**src/rtl/x_corr_feeder.sv**
```systemverilog
// Buffers one x block and one y block, then streams (x[n], y[(n+k) mod length]) for every lag k.
// First pair is valid the cycle after start is sampled in FULL; the stream stalls losslessly on !m_axis_tready.
module x_corr_feeder #(
  parameter int xi_bits             = 12,
  parameter int xq_bits             = 12,
  parameter int yi_bits             = 12,
  parameter int yq_bits             = 12,
  parameter int length              = 5,
  parameter int length_counter_bits = 3
) (
  input  logic                           clk,
  input  logic                           reset,
  input  logic [xi_bits-1:0]             in_xi,
  input  logic [xq_bits-1:0]             in_xq,
  input  logic [yi_bits-1:0]             in_yi,
  input  logic [yq_bits-1:0]             in_yq,
  input  logic                           m_axis_tvalid,
  output logic                           s_axis_tready,
  input  logic                           start,
  output logic [xi_bits-1:0]             xi,
  output logic [xq_bits-1:0]             xq,
  output logic [yi_bits-1:0]             yi,
  output logic [yq_bits-1:0]             yq,
  output logic [length_counter_bits-1:0] lag,
  output logic                           tlast,
  output logic                           s_axis_tvalid,
  input  logic                           m_axis_tready,
  output logic                           done
);

  localparam int cw = length_counter_bits;
  localparam logic [cw-1:0] last_idx = cw'(length - 1);
  localparam logic [cw:0]   len_ext  = (cw + 1)'(length);

  typedef enum logic [1:0] {LOAD, FULL, STREAM} state_t;

  state_t        state;
  logic [cw-1:0] wr;
  logic [cw-1:0] n;
  logic [cw-1:0] k;
  logic          pending;

  logic [xi_bits-1:0] x_mem_i [length];
  logic [xq_bits-1:0] x_mem_q [length];
  logic [yi_bits-1:0] y_mem_i [length];
  logic [yq_bits-1:0] y_mem_q [length];

  logic          load_en;
  logic          issue;
  logic          end_run;
  logic          wr_fire;
  logic [cw:0]   sum;
  logic [cw-1:0] y_idx;

  // Circular index: n and k are both < length, so one conditional subtract suffices.
  always_comb begin
    sum   = {1'b0, n} + {1'b0, k};
    y_idx = cw'(sum);
    if (sum >= len_ext) begin
      y_idx = cw'(sum - len_ext);
    end
  end

  assign load_en = !s_axis_tvalid || m_axis_tready;
  assign issue   = load_en && (((state == FULL) && start) || ((state == STREAM) && pending));
  // Once nothing is pending, the held pair is the final one of the run.
  assign end_run = (state == STREAM) && !pending && s_axis_tvalid && m_axis_tready;
  assign wr_fire = (state == LOAD) && m_axis_tvalid && s_axis_tready;

  always_ff @(posedge clk) begin
    if (!reset && wr_fire) begin
      x_mem_i[wr] <= in_xi;
      x_mem_q[wr] <= in_xq;
      y_mem_i[wr] <= in_yi;
      y_mem_q[wr] <= in_yq;
    end
  end

  always_ff @(posedge clk) begin
    if (reset) begin
      state         <= LOAD;
      wr            <= '0;
      n             <= '0;
      k             <= '0;
      pending       <= 1'b0;
      s_axis_tready <= 1'b1;
      s_axis_tvalid <= 1'b0;
      tlast         <= 1'b0;
      done          <= 1'b0;
      xi            <= '0;
      xq            <= '0;
      yi            <= '0;
      yq            <= '0;
      lag           <= '0;
    end else begin
      done <= 1'b0;

      if (load_en) begin
        s_axis_tvalid <= issue;
        if (issue) begin
          xi    <= x_mem_i[n];
          xq    <= x_mem_q[n];
          yi    <= y_mem_i[y_idx];
          yq    <= y_mem_q[y_idx];
          lag   <= k;
          tlast <= (n == last_idx);
        end
      end

      case (state)
        LOAD: begin
          if (wr_fire) begin
            if (wr == last_idx) begin
              state         <= FULL;
              s_axis_tready <= 1'b0;
              wr            <= '0;
            end else begin
              wr <= wr + 1'b1;
            end
          end
        end
        FULL: begin
          if (start) begin
            state   <= STREAM;
            pending <= 1'b1;
          end
        end
        STREAM: begin
          if (end_run) begin
            state         <= LOAD;
            s_axis_tready <= 1'b1;
            done          <= 1'b1;
            wr            <= '0;
          end
        end
        default: state <= LOAD;
      endcase

      // Advance after the case so the final wrap can clear pending set on entry.
      if (issue) begin
        if (n == last_idx) begin
          n <= '0;
          if (k == last_idx) begin
            k       <= '0;
            pending <= 1'b0;
          end else begin
            k <= k + 1'b1;
          end
        end else begin
          n <= n + 1'b1;
        end
      end
    end
  end

endmodule

```
**config.mk**
```make
export PLATFORM = sky130hd
export DESIGN_NAME = x_corr_feeder
export DESIGN_NICKNAME = d
export VERILOG_FILES = /design/src/rtl/x_corr_feeder.sv
export SDC_FILE = /design/constraint.sdc
export NUM_CORES = 1
export LEC_CHECK = 0
export CAP_MARGIN = 10
export CORE_MARGIN = 8
export CORE_UTILIZATION = 58
export CTS_CLUSTER_SIZE = 40
export DETAILED_ROUTE_END_ITERATION = 7
export PLACE_DENSITY = 0.83
export SYNTH_ARGS = -nofsm -noshare
export SYNTH_HDL_FRONTEND = slang
export SYNTH_SLANG_ARGS = --single-unit
```
**constraint.sdc**
```tcl
create_clock -name clk -period 6.9 [get_ports clk]
set_clock_uncertainty 0.15 [all_clocks]
set_input_delay 0.69 -clock clk [delete_from_list [all_inputs] [get_ports clk]]
set_output_delay 0.69 -clock clk [all_outputs]
set_load 0.01 [all_outputs]
```
# Word level (Yosys, flattened, before mapping)
# Memories as Yosys holds them, arrays and structs flattened. A register that Yosys moved wholly into a read port is not among the register bits.
# Index checks and enable logic that the tools add are counted.
[totals]
regBits = 19
ram_bits = 240
input_bits = 53
out_inout_bits = 55
elab_cells = 76
n_memories = 4
[memory_table]
columns = ["memory", "words", "word_bits", "read_ports", "rd_ports_with_merged_regs", "wr", "line", "source"]
rows = [
  ["x_mem_i", 5, 12, 1, 1, 1, "43", "logic [xi_bits-1:0] x_mem_i [length];"],
  ["x_mem_q", 5, 12, 1, 1, 1, "44", "logic [xq_bits-1:0] x_mem_q [length];"],
  ["y_mem_i", 5, 12, 1, 1, 1, "45", "logic [yi_bits-1:0] y_mem_i [length];"],
  ["y_mem_q", 5, 12, 1, 1, 1, "46", "logic [yq_bits-1:0] y_mem_q [length];"],
]
[op_classes]
addsub = 5
order_cmp = 1
eq_ne = 9
n_mux = 24
bitwise_logic = 1
n_reduce_logical = 22
[ops]
columns = ["op", "count"]
rows = [
  ["$mux 3", 6],
  ["$mux 1", 11],
  ["$add 3x1->3 const B", 3],
  ["$eq 3x3->1 const B", 3],
  ["$logic_and 1x1->1", 9],
  ["$mux 2", 4],
  ["$reduce_and 4->1", 2],
  ["$ne 2x2->1 const B", 3],
  ["$pmux 2 s3", 1],
  ["$pmux 3 s2", 1],
  ["$add 3x3->4", 1],
  ["$ge 4x3->1 const B", 1],
  ["$reduce_and 2->1", 2],
  ["$logic_not 1->1", 3],
  ["$reduce_and 3->1", 1],
  ["$sub 3x3->3 const B", 1],
  ["$eq 2x1->1 const B", 1],
  ["$eq 2x2->1 const B", 1],
  ["$logic_not 2->1", 1],
  ["$logic_or 1x1->1", 2],
  ["$ne 2x1->1 const B", 1],
  ["$pmux 1 s2", 1],
  ["$reduce_bool 2->1", 1],
  ["$reduce_or 2->1", 1],
  ["$not 1->1", 1],
]

# Longest topological paths before layout
[depth]
ltp_word = 6
mapped_depth = 12
depth_no_buf = 9

# Worst setup path after synthesis
# No wires, ideal clock.
[synth_path]
kind = "input to register"
from = "input m_axis_tvalid"
to = "memory x_mem_i[4][0] (enable)"
setup_ps = 573
t_arrival_ps = 5726
required_ps = 6177
slack_ps = 451
path_stages = 4
path_buffers = 0
path_cell_list = "nand2_1 -> nor3_1 -> nand2_1 -> nor4_1"
[synth_between]
elab_chain_cells = 5
[synth_lines]
columns = ["element", "line", "source"]
rows = [
  ["from (decl)", "17", "input logic m_axis_tvalid,"],
  ["$logic_and 1x1->1 (2 in a row)", "68", "assign wr_fire = (state == LOAD) && m_axis_tvalid && s_axis_tready;"],
  ["$logic_and 1x1->1", "71", "if (!reset && wr_fire) begin"],
  ["$mux 1", "71", ""],
  ["$mux 1 (not written as such)", "72", "x_mem_i[wr] <= in_xi;"],
  ["to (decl)", "43", ""],
]
# Every way passes these cells.

# Final worst setup path
[layout_path]
from = "register k[0]"
to = "register yi[8] (read register of y_mem_i)"
[layout_between]
elab_chain_cells = 3
word_cells_on_any_way = 4
cone_classes = "add/sub: 2; order compare: 1; mux: 1"
[layout_lines]
columns = ["element", "line", "source"]
rows = [
  ["from (decl)", "40", "logic [cw-1:0] k;"],
  ["from (signal assigned)", "147", "k <= k + 1'b1;"],
  ["$add 3x3->4 (*)", "57", "sum = {1'b0, n} + {1'b0, k};"],
  ["$ge 4x3->1 / $sub 3x3->3 (equally long branches)", "59, 60", ""],
  ["$mux 3 (*)", "59", "if (sum >= len_ext) begin"],
  ["to (decl)", "22", "output logic [yi_bits-1:0] yi,"],
]
# Every way passes the cells marked *; elsewhere a longest branch is shown, timed or not.
# A chain may end at the register's enable or synchronous reset.

==> flow_metrics.env <==
export IMPL_cts_root_buf="clkbuf_16"
export IMPL_port_buffers=107
export IMPL_rr_startpoint="k[0]$_SDFFE_PP0P_"
export IMPL_critical_path_class="reg -> reg"
export IMPL_yosysMostFrequentCell="edfxtp_1"
export IMPL_fin_util=0.700
export IMPL_p_leak_nw=5.19
export IMPL_syn_nets=1051
export IMPL_setup_viol=0
export IMPL_clockBufferDepth=3
export IMPL_nNetsFinal=1136
export IMPL_grt_ovfl_total=0
export IMPL_cp_max_fo=94
export IMPL_syn_area_um2=12800
export IMPL_synth_distinct_cells=45
export IMPL_critPathArrivalTime_ns=4.77
export IMPL_clkPwrFrac=0.448
export IMPL_drv_slew=0
export IMPL_swShare=0.190
export IMPL_cts_tree="yes"
export IMPL_grt_use_total=0.221
export IMPL_slowest_delay_ns=0.88
export IMPL_rrSetupSlack_ns=2.42
export IMPL_power_switching_mw=0.736
export IMPL_drc=0
export IMPL_ant_nets=0
export IMPL_syn_to_final_growth_pct=18.7
export IMPL_critical_path_cell_chain="ha_1, buf_4, inv_2, ha_1, nand2b_1, a221oi_4, buf_4, mux2i_1, o211ai_1, a311oi_1"
export IMPL_num_rows=54
export IMPL_h_tree_depth=1
export IMPL_fin_crit_ns=4.48
export IMPL_min_from="pending$_SDFF_PP0_"
export IMPL_peakVddDrop_mv=0.224
export IMPL_drive_above_1_share=0.0941
export IMPL_dp_hpwl_mm=16.3
export IMPL_p_seq_frac=0.525
export IMPL_insertion_delay_ns=0.55
export IMPL_synth_warning_count=0
export IMPL_synth_common_cells="240 x edfxtp_1, 181 x nor2_1, 72 x o21ai_0"
export IMPL_viasPerCell=6.30
export IMPL_gp_congestion=0.779
export IMPL_min_delay_path_class="reg -> reg"
export IMPL_ys_flop_type="edfxtp_1"
export IMPL_max_freq_ghz=0.223
export IMPL_tightest_slew_ns=1.28
export IMPL_synth_top_cell_by_area="edfxtp_1"
export IMPL_num_vias=8669
export IMPL_synth_edf_count=240
export IMPL_grt_setup_unrepaired="no"
export IMPL_cts_made_buffers=30
export IMPL_p_per_area_nw_per_um2=254
export IMPL_cts_setup_buffers=0
export IMPL_fin_crit_sh=0.649
export IMPL_cts_resized=0
export IMPL_clock_sinks=307
export IMPL_synth_avg_cell_area_um2=13.0
export IMPL_nFillCells=1361
export IMPL_required_ns=7.19
export IMPL_power_total_mw=3.87
export IMPL_ys_seq_area_frac=0.666
export IMPL_maxCapViolations=0
export IMPL_hold_end="pending$_SDFF_PP0_"
export IMPL_antenna_found_initial=3
export IMPL_drt_iter0_drc=1143
export IMPL_die_h_um=165
export IMPL_slowest_stage="buf_4"
export IMPL_relSlewSlack=0.144
export IMPL_tns_ns=0
export IMPL_hold_depth=2
export IMPL_ys_ff_latch=307
export IMPL_dieArea_um2=27100
export IMPL_path_clk_slew_ns=0.06
export IMPL_outcome="finished clean"
export IMPL_grt_pass1_wl_mm=47.0
export IMPL_ys_async_sr_fraction=0
export IMPL_finalHoldViolCount=0
export IMPL_synth_top_cell_area_share=0.561
export IMPL_ff2ff_path_depth=10
export IMPL_hold_buffers=0
export IMPL_grt_max_degree=95
export IMPL_p_comb_frac=0.027
export IMPL_boundaryPins=108
export IMPL_p_int_mw=3.14
export IMPL_synth_area_leaders="edfxtp_1 56%, dfxtp_1 10%, nor2_1 5.3%, mux4_2 4.4%, mux2i_1 3.8%"
export IMPL_wl_per_cell_um=22.2
export IMPL_wirelength_mm=30.5
export IMPL_syn_inst=986
export IMPL_drtPass1Iterations=7
export IMPL_r2r_end="yi[8]$_SDFFE_PP0P_"
export IMPL_start_kind="flop"
export IMPL_cp_end_kind="flop"
export IMPL_start_util=0.590
export IMPL_grt_pass1_vias=8721
export IMPL_core_um2=21800
export IMPL_fp_dieW_um=165
## stage by stage
| stage | cell area [µm²] | instances | worst slack, ns | hold WS, ns |
|---|---|---|---|---|
| floorplan | 12800 | 986 | 0.451 | 0.296 |
| global placement | 14100 | 1318 | 2.70 | 0.316 |
| detailed placement | 14100 | 1318 | 2.59 | 0.326 |
| CTS | 15200 | 1374 | 2.52 | 0.338 |
| global route | 15200 | 1376 | 2.19 | 0.359 |
| finish | 15200 | 1376 | 2.42 | 0.339 |
## critical path: cells and delay by family (launching register included)
kind	cells	cell delay, ns
compound gates	3	0.80
fa+ha+maj	2	0.59
buf+inv	3	1.92
flops	1	0.42
mux	1	0.28
simple gates	1	0.13
## worst max-delay path by stage
stage,from,endpoint,slack [ns],cells past startpoint
after floorplan,m_axis_tvalid,x_mem_i[4][0]$_DFFE_PP_,0.45,4
after global placement,n[1]$_SDFFE_PP0P_,yq[8]$_SDFFE_PP0P_,2.70,9
after detailed placement,n[1]$_SDFFE_PP0P_,yi[8]$_SDFFE_PP0P_,2.59,10
after CTS,k[0]$_SDFFE_PP0P_,yi[8]$_SDFFE_PP0P_,2.52,10
after global routing,k[0]$_SDFFE_PP0P_,yi[8]$_SDFFE_PP0P_,2.19,10
final,k[0]$_SDFFE_PP0P_,yi[8]$_SDFFE_PP0P_,2.42,10
## cells by family (layout without fill, tap and decap cells)
group	Yosys count	after routing	share of synthesized area
AOI/OAI and AO/OA	237	237	0.126
other	0	1	0
and+or+nand+nor	272	272	0.0854
xor gates and xnor gates	4	4	0.00273
DFF	307	307	0.666
muxes	75	75	0.0831
adders and majority gates	12	12	0.0123
buffers and inverters	79	188	0.0248
## per-layer routing
| layer | GRT usage | wire length (µm) | share of wire |
|---|---|---|---|
| met1 | 0.277 | 11500 | 0.38 |
| met2 | 0.376 | 15200 | 0.50 |
| met3 | 0.0411 | 2980 | 0.098 |
| met4 | 0.0885 | 840 | 0.028 |
| met5 | 0 | 29 | 0.00095 |
## sequential cells by signal, indices dropped and copies added, names as in the netlist, 2 cells and up
register / count
x_mem_i: 60
x_mem_q: 60
y_mem_i: 60
y_mem_q: 60
xi: 12
xq: 12
yi: 12
yq: 12
k: 3
lag: 3
n: 3
wr: 3
state: 2
## power by group through the flow
| stage | Clock, mW | Combinational (mW) | Sequential, mW |
|---|---|---|---|
| after floorplan | 0 | 0.0388 | 2.07 |
| after global placement | 0 | 0.0984 | 2.07 |
| after detailed placement | 0 | 0.102 | 2.07 |
| after CTS | 1.75 | 0.103 | 2.03 |
| after global routing | 1.82 | 0.111 | 2.03 |
| final | 1.74 | 0.103 | 2.03 |
## layout make-up
cell class                 instances  area [µm²]  share of cell area
clock inverter                    11         155              0.0102
timing repair buffer             121        1180              0.0774
sequential                       307        8550               0.561
multi-input combinational        600        4040               0.265
antenna                            1        2.50            0.000164
tap                              280         350              0.0230
inverter                          11        41.3             0.00271
clock buffer                      45         921              0.0604
## placed cells by master (no fill, tap or decap), types with 3 or more instances in the layout
cell | netlist | routed
edfxtp_1 | 240 | 240
nor2_1 | 181 | 179
clkdlybuf4s50_1 | 0 | 106
o21ai_0 | 72 | 72
dfxtp_1 | 67 | 65
nand2_1 | 61 | 61
mux2i_1 | 49 | 49
clkbuf_16 | 0 | 33
o21ai_1 | 25 | 25
a211oi_1 | 25 | 25
mux4_2 | 25 | 25
o21bai_1 | 24 | 24
o211ai_1 | 23 | 23
o211a_1 | 23 | 23
a311oi_1 | 23 | 23
buf_4 | 1 | 13
a21oi_1 | 12 | 12
ha_1 | 11 | 11
inv_1 | 8 | 8
clkbuf_1 | 49 | 7
nor3_1 | 9 | 6
nand2b_1 | 5 | 5
clkbuf_8 | 0 | 5
nand3_1 | 4 | 4
nand3b_1 | 4 | 4
bufinv_16 | 0 | 4
clkinv_2 | 0 | 4
inv_2 | 3 | 3
nor3_2 | 0 | 3
xnor2_1 | 3 | 3
(Power assumes the default switching activity.)
